<file path="src/rtl/control_pulses_if.sv">
// Instruction-field and control-pulse bundle between the microsequencer and
// the accumulator datapath.
//   master : the sequencer (takes opcode/qc/extracode, drives every enable/select)
//   slave  : the datapath / instruction register side
interface control_pulses_if;
  logic [2:0] opcode;
  logic [1:0] qc;
  logic       extracode;
  logic       ext_flag;
  logic       mem_wr;
  logic       lp_wr;
  logic       g_wr;
  logic       q_wr;
  logic       b_wr;
  logic       a_wr;
  logic       y_wr;
  logic       x_wr;
  logic       z_wr;
  logic       maddr_mux;
  logic       mdata_mux;
  logic       lp_mux;
  logic       g_mux;
  logic       b_mux;
  logic [1:0] q_mux;
  logic [1:0] a_mux;
  logic [1:0] x_mux;
  logic [1:0] z_mux;
  logic [2:0] alu_op;
  logic [2:0] y_mux;

  modport master (
    input  opcode, qc, extracode,
    output ext_flag, mem_wr, lp_wr, g_wr, q_wr, b_wr, a_wr, y_wr, x_wr, z_wr,
           maddr_mux, mdata_mux, lp_mux, g_mux, b_mux,
           q_mux, a_mux, x_mux, z_mux, alu_op, y_mux
  );

  modport slave (
    output opcode, qc, extracode,
    input  ext_flag, mem_wr, lp_wr, g_wr, q_wr, b_wr, a_wr, y_wr, x_wr, z_wr,
           maddr_mux, mdata_mux, lp_mux, g_mux, b_mux,
           q_mux, a_mux, x_mux, z_mux, alu_op, y_mux
  );
endinterface

</file>
<file path="src/rtl/control_pulses.sv">
// control_pulses: Moore microsequencer for the accumulator CPU. Decodes the
// instruction fields in LOAD, then steps through the instruction's micro-steps
// driving register write-enables, mux selects and the ALU op code.
// Ports:
//   clk   : clock, rising edge
//   rst_n : asynchronous active-low reset (state=LOAD, step=0, all pulses 0)
//   ctl   : control_pulses_if.master (opcode/qc/extracode in, pulses + ext_flag out)
// Build option: CONTROL_PULSES_EXTRACODE_EN enables extracode decode and a live
// ext_flag; without it extracode is ignored and ext_flag is tied to 0.
// Control outputs are registered from the next state/step, so they always equal
// the decode of the current state/step and clear asynchronously with reset.
module control_pulses (
  input  logic              clk,
  input  logic              rst_n,
  control_pulses_if.master  ctl
);

  localparam int unsigned STEP_W = 3;
  localparam int unsigned OP_W   = 3;
  localparam int unsigned QC_W   = 2;

  typedef enum logic [4:0] {
    ST_TC     = 5'd0,
    ST_TCF    = 5'd2,
    ST_ADS    = 5'd6,
    ST_MASK   = 5'd7,
    ST_CA     = 5'd8,
    ST_CS     = 5'd9,
    ST_EXTEND = 5'd11,
    ST_LOAD   = 5'd12,
    ST_TS     = 5'd13,
    ST_XCH    = 5'd14,
    ST_AD     = 5'd15,
    ST_SU     = 5'd16,
    ST_ORX    = 5'd17,
    ST_NOOP   = 5'd31
  } state_e;

  typedef struct packed {
    logic       mem_wr;
    logic       lp_wr;
    logic       g_wr;
    logic       q_wr;
    logic       b_wr;
    logic       a_wr;
    logic       y_wr;
    logic       x_wr;
    logic       z_wr;
    logic       maddr_mux;
    logic       mdata_mux;
    logic       lp_mux;
    logic       g_mux;
    logic       b_mux;
    logic [1:0] q_mux;
    logic [1:0] a_mux;
    logic [1:0] x_mux;
    logic [1:0] z_mux;
    logic [2:0] alu_op;
    logic [2:0] y_mux;
  } ctl_t;

  localparam logic [2:0] ALU_ADD  = 3'd0;
  localparam logic [2:0] ALU_AND  = 3'd1;
  localparam logic [2:0] ALU_PASS = 3'd3;
  localparam logic [2:0] ALU_NOT  = 3'd4;
  localparam logic [2:0] ALU_SUB  = 3'd5;
  localparam logic [2:0] ALU_OR   = 3'd6;

  state_e             state_q, state_d;
  logic [STEP_W-1:0]  step_q, step_d;
  logic               ext_flag_q, ext_flag_d;
  ctl_t               ctl_q, ctl_d;

  // Architectural names for the state code and step counter
  state_e             state;
  logic [STEP_W-1:0]  step;
  assign state = state_q;
  assign step  = step_q;

  state_e             dec_state;
  logic               xc_eff;
  logic [STEP_W-1:0]  last_step;
  logic [STEP_W-1:0]  tstep_d;

`ifdef CONTROL_PULSES_EXTRACODE_EN
  assign xc_eff = ctl.extracode;
`else
  logic unused_extracode;
  assign unused_extracode = ctl.extracode;
  assign xc_eff           = 1'b0;
`endif

  // Opcode/quarter-code decode performed in LOAD
  function automatic state_e decode_op(input logic [OP_W-1:0] op,
                                       input logic [QC_W-1:0] q,
                                       input logic            xc);
    state_e s;
    s = ST_NOOP;
    if (xc) begin
      case (op)
        3'd6:    s = ST_SU;
        3'd7:    s = ST_ORX;
        default: s = ST_NOOP;
      endcase
    end else begin
      case (op)
        3'd0: s = ST_TC;
        3'd1: s = ST_TCF;
        3'd2: s = ST_ADS;
        3'd3: s = ST_CA;
        3'd4: s = ST_CS;
        3'd5: begin
          case (q)
            2'd0:    s = ST_NOOP;
            2'd1:    s = ST_EXTEND;
            2'd2:    s = ST_TS;
            default: s = ST_XCH;
          endcase
        end
        3'd6:    s = ST_AD;
        default: s = ST_MASK;
      endcase
    end
    return s;
  endfunction

  // Shared memory-reference step pulses; S2 is instruction-specific and left idle
  function automatic ctl_t tmpl_ctl(input logic [STEP_W-1:0] t);
    ctl_t c;
    c = '0;
    case (t)
      3'd0: begin
        c.g_wr      = 1'b1;
        c.maddr_mux = 1'b1;
      end
      3'd1: begin
        c.x_wr = 1'b1;
        c.y_wr = 1'b1;
      end
      3'd3: begin
        c.x_wr  = 1'b1;
        c.x_mux = 2'd1;
        c.y_wr  = 1'b1;
        c.y_mux = 3'd1;
      end
      3'd4: begin
        c.z_wr   = 1'b1;
        c.z_mux  = 2'd0;
        c.alu_op = ALU_ADD;
      end
      3'd5: begin
        c.g_wr      = 1'b1;
        c.maddr_mux = 1'b0;
      end
      3'd6: c.b_wr = 1'b1;
      default: c = '0;
    endcase
    return c;
  endfunction

  // Instruction action in S2 of the memory-reference template
  function automatic ctl_t s2_action(input state_e s);
    ctl_t c;
    c = '0;
    case (s)
      ST_MASK: begin c.a_wr = 1'b1; c.alu_op = ALU_AND;  end
      ST_CA:   begin c.a_wr = 1'b1; c.alu_op = ALU_PASS; end
      ST_CS:   begin c.a_wr = 1'b1; c.alu_op = ALU_NOT;  end
      ST_AD:   begin c.a_wr = 1'b1; c.alu_op = ALU_ADD;  end
      ST_ADS:  begin c.a_wr = 1'b1; c.alu_op = ALU_ADD;  end
      ST_SU:   begin c.a_wr = 1'b1; c.alu_op = ALU_SUB;  end
      ST_ORX:  begin c.a_wr = 1'b1; c.alu_op = ALU_OR;   end
      ST_TS: begin
        c.mem_wr    = 1'b1;
        c.mdata_mux = 1'b1;
        c.maddr_mux = 1'b1;
      end
      ST_XCH: begin
        c.mem_wr    = 1'b1;
        c.mdata_mux = 1'b1;
        c.maddr_mux = 1'b1;
        c.a_wr      = 1'b1;
        c.a_mux     = 2'd1;
      end
      default: c = '0;
    endcase
    return c;
  endfunction

  // State register, step counter, extracode flag and registered pulses
  always_ff @(posedge clk or negedge rst_n) begin
    if (!rst_n) begin
      state_q    <= ST_LOAD;
      step_q     <= '0;
      ext_flag_q <= 1'b0;
      ctl_q      <= '0;
    end else begin
      state_q    <= state_d;
      step_q     <= step_d;
      ext_flag_q <= ext_flag_d;
      ctl_q      <= ctl_d;
    end
  end

  // Next state/step, extracode flag, and pulse decode of the next state/step
  always_comb begin
    state_d    = state_q;
    step_d     = step_q + STEP_W'(1);
    ext_flag_d = ext_flag_q;
    ctl_d      = '0;
    dec_state  = decode_op(ctl.opcode, ctl.qc, xc_eff);
    last_step  = (state_q == ST_EXTEND) ? STEP_W'(3) : STEP_W'(6);

    case (state_q)
      ST_LOAD: begin
        state_d = dec_state;
        step_d  = '0;
      end
      ST_TC, ST_TCF, ST_ADS, ST_MASK, ST_CA, ST_CS, ST_EXTEND,
      ST_TS, ST_XCH, ST_AD, ST_SU, ST_ORX, ST_NOOP: begin
        if (step_q >= last_step) begin
          state_d = ST_LOAD;
          step_d  = '0;
        end
      end
      default: begin
        state_d = ST_LOAD;
        step_d  = '0;
      end
    endcase

`ifdef CONTROL_PULSES_EXTRACODE_EN
    // Set on entering EXTEND; cleared when the following ordinary instruction ends
    if (state_q == ST_LOAD) begin
      if (dec_state == ST_EXTEND) ext_flag_d = 1'b1;
    end else if (state_q != ST_EXTEND && step_q >= last_step) begin
      ext_flag_d = 1'b0;
    end
`else
    ext_flag_d = 1'b0;
`endif

    // EXTEND reuses the tail (S3-S6) of the memory-reference template
    tstep_d = (state_d == ST_EXTEND) ? (step_d + STEP_W'(3)) : step_d;

    case (state_d)
      ST_TC, ST_TCF: begin
        case (step_d)
          3'd0: ctl_d.q_wr = (state_d == ST_TC);
          3'd1: begin
            ctl_d.z_wr  = 1'b1;
            ctl_d.z_mux = 2'd1;
          end
          3'd5, 3'd6: ctl_d = tmpl_ctl(step_d);
          default: ctl_d = '0;
        endcase
      end
      ST_NOOP, ST_EXTEND: begin
        if (tstep_d >= STEP_W'(3)) ctl_d = tmpl_ctl(tstep_d);
      end
      ST_MASK, ST_CA, ST_CS, ST_AD, ST_ADS, ST_SU, ST_ORX, ST_TS, ST_XCH: begin
        ctl_d = tmpl_ctl(step_d);
        if (step_d == STEP_W'(2)) ctl_d = s2_action(state_d);
        // ADS stores the new accumulator back to M[B] alongside the S3 loads
        if (state_d == ST_ADS && step_d == STEP_W'(3)) begin
          ctl_d.mem_wr    = 1'b1;
          ctl_d.mdata_mux = 1'b1;
          ctl_d.maddr_mux = 1'b1;
        end
      end
      default: ctl_d = '0;
    endcase
  end

  assign ctl.ext_flag  = ext_flag_q;
  assign ctl.mem_wr    = ctl_q.mem_wr;
  assign ctl.lp_wr     = ctl_q.lp_wr;
  assign ctl.g_wr      = ctl_q.g_wr;
  assign ctl.q_wr      = ctl_q.q_wr;
  assign ctl.b_wr      = ctl_q.b_wr;
  assign ctl.a_wr      = ctl_q.a_wr;
  assign ctl.y_wr      = ctl_q.y_wr;
  assign ctl.x_wr      = ctl_q.x_wr;
  assign ctl.z_wr      = ctl_q.z_wr;
  assign ctl.maddr_mux = ctl_q.maddr_mux;
  assign ctl.mdata_mux = ctl_q.mdata_mux;
  assign ctl.lp_mux    = ctl_q.lp_mux;
  assign ctl.g_mux     = ctl_q.g_mux;
  assign ctl.b_mux     = ctl_q.b_mux;
  assign ctl.q_mux     = ctl_q.q_mux;
  assign ctl.a_mux     = ctl_q.a_mux;
  assign ctl.x_mux     = ctl_q.x_mux;
  assign ctl.z_mux     = ctl_q.z_mux;
  assign ctl.alu_op    = ctl_q.alu_op;
  assign ctl.y_mux     = ctl_q.y_mux;

endmodule

</file>
<file path="src/flat_wrapper.sv">
// flat-port wrapper written by rule: the top's interface ports become plain ports
module control_pulses_flat 
  (clk, rst_n, ctl_opcode, ctl_qc, ctl_extracode, ctl_ext_flag, ctl_mem_wr, ctl_lp_wr, ctl_g_wr, ctl_q_wr, ctl_b_wr, ctl_a_wr, ctl_y_wr, ctl_x_wr, ctl_z_wr, ctl_maddr_mux, ctl_mdata_mux, ctl_lp_mux, ctl_g_mux, ctl_b_mux, ctl_q_mux, ctl_a_mux, ctl_x_mux, ctl_z_mux, ctl_alu_op, ctl_y_mux);
  control_pulses_if ctl_i ();
  input  logic clk;
  input  logic rst_n;
  input wire logic [$bits(ctl_i.opcode)-1:0] ctl_opcode;
  input wire logic [$bits(ctl_i.qc)-1:0] ctl_qc;
  input wire logic [$bits(ctl_i.extracode)-1:0] ctl_extracode;
  output wire logic [$bits(ctl_i.ext_flag)-1:0] ctl_ext_flag;
  output wire logic [$bits(ctl_i.mem_wr)-1:0] ctl_mem_wr;
  output wire logic [$bits(ctl_i.lp_wr)-1:0] ctl_lp_wr;
  output wire logic [$bits(ctl_i.g_wr)-1:0] ctl_g_wr;
  output wire logic [$bits(ctl_i.q_wr)-1:0] ctl_q_wr;
  output wire logic [$bits(ctl_i.b_wr)-1:0] ctl_b_wr;
  output wire logic [$bits(ctl_i.a_wr)-1:0] ctl_a_wr;
  output wire logic [$bits(ctl_i.y_wr)-1:0] ctl_y_wr;
  output wire logic [$bits(ctl_i.x_wr)-1:0] ctl_x_wr;
  output wire logic [$bits(ctl_i.z_wr)-1:0] ctl_z_wr;
  output wire logic [$bits(ctl_i.maddr_mux)-1:0] ctl_maddr_mux;
  output wire logic [$bits(ctl_i.mdata_mux)-1:0] ctl_mdata_mux;
  output wire logic [$bits(ctl_i.lp_mux)-1:0] ctl_lp_mux;
  output wire logic [$bits(ctl_i.g_mux)-1:0] ctl_g_mux;
  output wire logic [$bits(ctl_i.b_mux)-1:0] ctl_b_mux;
  output wire logic [$bits(ctl_i.q_mux)-1:0] ctl_q_mux;
  output wire logic [$bits(ctl_i.a_mux)-1:0] ctl_a_mux;
  output wire logic [$bits(ctl_i.x_mux)-1:0] ctl_x_mux;
  output wire logic [$bits(ctl_i.z_mux)-1:0] ctl_z_mux;
  output wire logic [$bits(ctl_i.alu_op)-1:0] ctl_alu_op;
  output wire logic [$bits(ctl_i.y_mux)-1:0] ctl_y_mux;
  assign ctl_i.opcode = ctl_opcode;
  assign ctl_i.qc = ctl_qc;
  assign ctl_i.extracode = ctl_extracode;
  assign ctl_ext_flag = ctl_i.ext_flag;
  assign ctl_mem_wr = ctl_i.mem_wr;
  assign ctl_lp_wr = ctl_i.lp_wr;
  assign ctl_g_wr = ctl_i.g_wr;
  assign ctl_q_wr = ctl_i.q_wr;
  assign ctl_b_wr = ctl_i.b_wr;
  assign ctl_a_wr = ctl_i.a_wr;
  assign ctl_y_wr = ctl_i.y_wr;
  assign ctl_x_wr = ctl_i.x_wr;
  assign ctl_z_wr = ctl_i.z_wr;
  assign ctl_maddr_mux = ctl_i.maddr_mux;
  assign ctl_mdata_mux = ctl_i.mdata_mux;
  assign ctl_lp_mux = ctl_i.lp_mux;
  assign ctl_g_mux = ctl_i.g_mux;
  assign ctl_b_mux = ctl_i.b_mux;
  assign ctl_q_mux = ctl_i.q_mux;
  assign ctl_a_mux = ctl_i.a_mux;
  assign ctl_x_mux = ctl_i.x_mux;
  assign ctl_z_mux = ctl_i.z_mux;
  assign ctl_alu_op = ctl_i.alu_op;
  assign ctl_y_mux = ctl_i.y_mux;
  control_pulses u_core (.clk(clk), .rst_n(rst_n), .ctl(ctl_i));
endmodule
</file>
<file path="config.mk">
export PLATFORM = sky130hd
export DESIGN_NAME = control_pulses_flat
export DESIGN_NICKNAME = d
export VERILOG_FILES = /design/src/rtl/control_pulses_if.sv /design/src/rtl/control_pulses.sv /design/src/flat_wrapper.sv
export SDC_FILE = /design/constraint.sdc
export NUM_CORES = 1
export LEC_CHECK = 0
export CAP_MARGIN = 40
export CORE_UTILIZATION = 51
export DETAILED_ROUTE_END_ITERATION = 8
export PLACE_DENSITY = 0.91
export SKIP_LAST_GASP = 1
export SYNTH_ARGS = -nofsm -noshare
export SYNTH_HDL_FRONTEND = slang
export SYNTH_SLANG_ARGS = --single-unit
</file>
<file path="constraint.sdc">
create_clock -name clk -period 3.5 [get_ports clk]
set_clock_uncertainty 0.2 [all_clocks]
set_input_delay 0.7 -clock clk [delete_from_list [all_inputs] [get_ports clk]]
set_output_delay 0.7 -clock clk [all_outputs]
set_load 0.01 [all_outputs]
</file>
==> results of run 1 <==
==> how the worst max path moves through the flow <==
stage / from / to / slack (ns)
6_report: u_core.state[3]$_DFF_PN1_ / u_core.ctl.z_wr$_DFF_PN0_ / 0.21
5_1_grt: u_core.state[3]$_DFF_PN1_ / u_core.ctl.z_wr$_DFF_PN0_ / -0.002
4_1_cts: u_core.state[3]$_DFF_PN1_ / u_core.ctl.g_wr$_DFF_PN0_ / 0.14
3_5_place_dp: u_core.state[3]$_DFF_PN1_ / u_core.ctl.maddr_mux$_DFF_PN0_ / 0.17
3_3_place_gp: u_core.state[3]$_DFF_PN1_ / u_core.ctl.z_wr$_DFF_PN0_ / 0.25
2_1_floorplan: u_core.state[2]$_DFF_PN1_ / u_core.ctl.g_wr$_DFF_PN0_ / 0.36
==> power by group <==
| part | internal [uW] | switching (uW) | leakage (uW) |
|---|---|---|---|
| Combinational | 504 | 698 | 0.000558 |
| Clock | 116 | 77.2 | 0.0000279 |
| Sequential | 324 | 54.8 | 0.000294 |
| Total | 945 | 830 | 0.000881 |
==> worst reg2reg max path: stages, from the launching register on <==
cell and delay, ns:
dfstp_2 0.62, nand4_1 0.12, nor2_2 0.14, ha_1 0.25
nor2b_2 0.18, o21bai_4 0.14, a21oi_4 0.19, nand2_1 0.16
ha_1 0.29, nand3b_1 0.20, xnor2_1 0.16, or3_1 0.36
o211ai_1 0.20
==> stage by stage <==
stage / power [uW] / worst slack (ns) / setup TNS [ns]
2_1_floorplan: 1240 / 0.357 / 0
3_3_place_gp: 1520 / 0.252 / 0
3_5_place_dp: 1550 / 0.167 / 0
4_1_cts: 1760 / 0.135 / 0
5_1_grt: 1910 / -0.00213 / -0.00213
6_report: 1770 / 0.208 / 0
==> layer usage <==
metal / vias up / track usage / share of wire
met3: 6 / 0.0476 / 0.057
li1: 706 / - / -
met1: 686 / 0.277 / 0.43
met5: - / 0 / 0
met4: 0 / 0.0997 / 0.017
met2: 52 / 0.354 / 0.50
==> cells by family after synthesis <==
group	after synthesis	synth area share
other	1	0.00221
multiplexers	3	0.0177
AND/OR/NAND/NOR	65	0.213
adder cells (fa/ha/maj)	8	0.0590
buffers and inverters	31	0.116
AO/OA/AOI/OAI	51	0.256
XOR/XNOR	2	0.0103
flip-flops	22	0.326
==> area by class of cell <==
cell class	instances	area, um2
flip-flops and latches	22	553
repair buffers	33	313
clock inverters	1	30.0
fillers	270	1100
well taps	44	55.1
multi-input cells	141	992
inverters	11	41.3
clock buffers	3	22.5
==> cell usage in the layout, fill, tap and decap left out, types with 4 or more instances in the layout <==
cell type / count
clkdlybuf4s50_1: 23
dfrtp_1: 20
nand2_1: 12
nor2_1: 12
conb_1: 12
nor3_1: 10
inv_1: 9
buf_4: 9
ha_1: 8
a21oi_1: 7
o21ai_0: 6
and3_1: 4
o211ai_1: 4
nand3_1: 4
==> what timing repair did <==
| item | in CTS | in global routing |
|---|---|---|
| resized for setup | 0 | 2 |
| endpoints found under the setup margin | 0 | 4 |
| hold buffers | 0 | 0 |
==> qor.yml, run 1 <==
status:
  status: "completed"
place:
  dp_hpwl_mm: 2.77
  gp_congestion: 0.905
  placed_area_um2: 1950
  dp_cells: 251
  port_buffers: 23
setup_path:
  crit_buf_inv: 0
  ff2ff_path_depth: 12
  path_depth: 12
  critPathMaxFanout: 9
  start_kind: "flip-flop"
  crit_path_frequent_cell: "ha_1"
  critical_path.top_delay_family: "simple AND/OR/NAND/NOR gates"
  crit_path_top_delay_cell: "dfstp_2"
  r2r_start: "u_core.state[3]$_DFF_PN1_"
  reg2reg_to: "u_core.ctl.z_wr$_DFF_PN0_"
  crit_chain: "nand4_1 -> nor2_2 -> ha_1 -> nor2b_2 -> o21bai_4 -> a21oi_4 -> nand2_1 -> ha_1 -> nand3b_1 -> xnor2_1 -> or3_1 -> o211ai_1"
  r2r_slack_ns: 0.21
  endpoint_kind: "flip-flop"
  worst_path_largest_cell_delay_ns: 0.62
  critPathRequiredTime_ns: 3.54
  worst-setup-path-type: "reg -> reg"
  critPathArrivalTime_ns: 3.33
synth:
  synthesis.area_um2: 1700
  synth_commonest_cells: "dfrtp_1 (20), buf_4 (15), nor2_1 (13)"
  synth_seq_cells: 22
  yosysWarnings: 0
  yosysTopAreaCell: "dfrtp_1"
  synthCells: 183
  synth.most_common_cell: "dfrtp_1"
  ys.flop_type: "dfrtp_1"
  syn_avg_cell_area_um2: 9.26
  async_reset_ff_frac: 1.00
  synth_area_leaders: "dfrtp_1 (30%), buf_4 (6.6%), ha_1 (5.9%)"
  yosysUniqueCellTypes: 61
  synth_edf_count: 0
  yosysSeqAreaShare: 0.326
  synth_top_area_frac: 0.295
pwr:
  p_leak_uw: 0.000881
  vdd_drop_max_v: 0.000504
  power_density_nw_per_um2: 884
floorplanning:
  die_h_um: 59.7
  die_w_um: 59.7
  die-area_um2: 3560
  std_cell_rows: 20
  initial_core_util: 0.546
  coreArea_um2: 3100
  io_pins: 37
sta:
  slew_viol_final: 0
  clock.fmax_mhz: 304
  hold_violations: 0
  min_period_ns: 3.29
  finalSetupViolCount: 0
  fin_crit_sh: 0.941
  whs_ns: 0.412
drt:
  dr.pass1.iters: 4
  drt-wirelength-per-cell_um: 13.8
  first_iter_violations: 63
  ant_nets: 0
  drt_wl_total_mm: 3.51
  drcViolationCount: 0
  avgViaCountPerCell: 5.69
  vias: 1450
clock_network:
  max-clock-path-buffers: 2
  cts_buffers: 3
  path_clk_slew_ns: 0.12
  cts_tree: "done"
  cts_setup_buffers: 0
  ctsHtreeMaxLevel: 1
  root_buffer: "clkbuf_4"
  clock_latency_ns: 0.32
  cts.sinks: 22
global_routing:
  grt_pass1_wl_mm: 5.70
  overflow: 0
  grt_max_degree: 19
  track_usage: 0.218
  grt_pass1_vias: 1309
  antenna_found_initial: 0
finish:
  largest_reg_flops: 5
  post-route-cell-area_um2: 2010
  fin_cells: 255
  finish.utilization: 0.647
  area_delta_synth_final_pct: 18.4
  layout-drive-gt1-share: 0.161
  antenna_cells: 0
  num-nets-final: 228
worst_hold_path:
  min_path_type: "in -> async"
job:
  drv_cap: 0
Power figures use the tool's default switching activity.
==> run 2, diff against run 1 <==
--- a/config.mk
+++ b/config.mk
@@ -6,9 +6,9 @@
 export NUM_CORES = 1
 export LEC_CHECK = 0
 export CAP_MARGIN = 40
-export CORE_UTILIZATION = 51
+export CORE_UTILIZATION = 55
 export DETAILED_ROUTE_END_ITERATION = 8
-export PLACE_DENSITY = 0.91
+export PLACE_DENSITY = 0.95
 export SKIP_LAST_GASP = 1
 export SYNTH_ARGS = -nofsm -noshare
 export SYNTH_HDL_FRONTEND = slang
==> constraint.sdc (replaced) <==
create_clock -name clk -period 4.05 [get_ports clk]
set_clock_uncertainty 0.2 [all_clocks]
set_input_delay 0.81 -clock clk [delete_from_list [all_inputs] [get_ports clk]]
set_output_delay 0.81 -clock clk [all_outputs]
set_load 0.01 [all_outputs]
==> run 2 against run 1 <==
The flow now finishes with violations (design-rule violations). Sequential share of layout area rose by 1.2 points. Power fell by 18%. Routed wire length rose by 0.34%. Clock power fell by 14%. First-iteration DRC count rose by 33%. Via count fell by 2.2%. Critical path depth fell by 2.
==> qor.yml, run 2 (synthesized netlist as in run 1, its figures left out) <==
finish:
  final_cell_mix: "clkdlybuf4s50_1 (23), dfrtp_1 (20), nor2_1 (13), nand2_1 (12), conb_1 (12)"
  num-nets-final: 220
  finish.utilization: 0.681
  antenna_cells: 0
  largest_reg_flops: 5
  area_delta_synth_final_pct: 13.6
  layout-drive-gt1-share: 0.118
  num-fill-cells: 235
  mostFrequentLayoutCell: "clkdlybuf4s50_1"
setup_path:
  critPathArrivalTime_ns: 3.59
  critPathRequiredTime_ns: 4.08
  r2r_slack_ns: 0.49
  crit_path_top_delay_cell: "dfstp_2"
  crit_chain: "nand4_1 -> nor2_1 -> ha_1 -> nor2b_1 -> o21bai_4 -> o2bb2ai_1 -> nand2_1 -> or3_1 -> or4_1 -> o211ai_1"
  crit_buf_inv: 0
  worst_path_largest_cell_delay_ns: 0.61
  endpoint_kind: "flip-flop"
  worst-setup-path-type: "reg -> reg"
  critical_path.top_delay_family: "simple AND/OR/NAND/NOR gates"
  critPathMaxFanout: 12
  start_kind: "flip-flop"
  r2r_start: "u_core.state[3]$_DFF_PN1_"
  reg2reg_to: "u_core.ctl.z_wr$_DFF_PN0_"
  ff2ff_path_depth: 10
floorplanning:
  die-area_um2: 3310
  coreArea_um2: 2830
  die_w_um: 57.5
  die_h_um: 57.5
  initial_core_util: 0.599
  std_cell_rows: 19
  io_pins: 37
global_routing:
  antenna_found_initial: 0
  grt_pass1_wl_mm: 5.77
  track_usage: 0.228
  grt_pass1_vias: 1294
  grt_max_degree: 19
  overflow: 0
drt:
  dr.pass1.iters: 6
  drt-wirelength-per-cell_um: 15.1
  drcViolationCount: 3
  first_iter_violations: 84
  avgViaCountPerCell: 6.06
  ant_nets: 0
  drt_wl_total_mm: 3.52
  vias: 1418
clock_network:
  hold_buffers: 0
  cts_buffers: 3
  cts-resized-gates: 0
  clock_latency_ns: 0.31
  ctsHtreeMaxLevel: 1
  max-clock-path-buffers: 2
  cts_tree: "done"
  path_clk_slew_ns: 0.12
  cts_setup_buffers: 0
  root_buffer: "clkbuf_4"
  cts.sinks: 22
sta:
  slew_viol_final: 0
  min_period_ns: 3.56
  fin_tns_setup_ns: 0
  rsz0062_at_grt: "false"
  fin_crit_sh: 0.878
  clock.fmax_mhz: 281
  finalSetupViolCount: 0
  hold_violations: 0
place:
  dp_hpwl_mm: 2.75
  gp_congestion: 0.946
  port_buffers: 23
status:
  status: "finished, violations left"
  violations: "design-rule violations"
worst_hold_path:
  hold_path_end: "u_core.step[0]$_DFF_PN0_"
  holdPathStages: 2
  min-delay-start: "u_core.step[0]$_DFF_PN0_"
  min_path_type: "reg -> reg"
pwr:
  power_density_nw_per_um2: 752
  p_leak_uw: 0.000844
  vdd_drop_max_v: 0.000406
job:
  drv_cap: 0
[run 2: area by class of cell]
class | count | area [um2] | area share
well taps | 31 | 38.8 | 0.0201
clock inverters | 1 | 30.0 | 0.0156
flip-flops and latches | 22 | 553 | 0.287
inverters | 11 | 41.3 | 0.0214
repair buffers | 25 | 253 | 0.131
multi-input cells | 141 | 987 | 0.513
clock buffers | 3 | 22.5 | 0.0117
[run 2: metrics by stage]
step	worst slack, ns	area [um2]	std cells	hold WS (ns)	power, uW
detailed placement	0.554	1870	230	0.444	1260
CTS	0.517	1930	234	0.462	1440
finish	0.493	1930	234	0.457	1450
global placement	0.591	1860	229	0.428	1240
global route	0.191	1930	234	0.471	1560
floorplan	0.907	1740	194	0.291	1070
[run 2: worst reg2reg max path, stage by stage (launching register included)]
cell and delay (ns):
dfstp_2 0.61, nand4_1 0.11, nor2_1 0.17, ha_1 0.26, nor2b_1 0.23, o21bai_4 0.16
o2bb2ai_1 0.33, nand2_1 0.34, or3_1 0.42, or4_1 0.54, o211ai_1 0.11
[run 2: metal layers]
layer / GRT usage / vias up / part of all wire
li1: - / 687 / -
met1: 0.289 / 655 / 0.42
met2: 0.392 / 65 / 0.50
met3: 0.0340 / 11 / 0.062
met4: 0.0836 / 0 / 0.022
met5: 0 / - / 0
[run 2: power breakdown]
group,internal (uW),switching [uW]
sequential,281,47.8
combinational,371,582
clock,100,66.4
[run 2: how the worst max path moves through the flow]
| stage | from | endpoint | slack, ns | cells after the start |
|---|---|---|---|---|
| CTS | u_core.state[3]$_DFF_PN1_ | u_core.ctl.z_wr$_DFF_PN0_ | 0.52 | 10 |
| detailed placement | ctl_opcode[0] | u_core.ctl.z_wr$_DFF_PN0_ | 0.55 | 8 |
| global route | u_core.state[3]$_DFF_PN1_ | u_core.ctl.maddr_mux$_DFF_PN0_ | 0.19 | 14 |
| finish | u_core.state[3]$_DFF_PN1_ | u_core.ctl.z_wr$_DFF_PN0_ | 0.49 | 10 |
| floorplan | u_core.state[2]$_DFF_PN1_ | u_core.ctl.g_wr$_DFF_PN0_ | 0.91 | 12 |
| global placement | ctl_opcode[0] | u_core.ctl.z_wr$_DFF_PN0_ | 0.59 | 8 |
==> run 3, diff against run 2 <==
--- a/config.mk
+++ b/config.mk
@@ -5,6 +5,7 @@
 export SDC_FILE = /design/constraint.sdc
 export NUM_CORES = 1
 export LEC_CHECK = 0
+export ABC_AREA = 0
 export CAP_MARGIN = 40
 export CORE_UTILIZATION = 55
 export DETAILED_ROUTE_END_ITERATION = 8
==> results of run 3 <==
No change in the layout: final DEF, timing and power equal those of run 2.
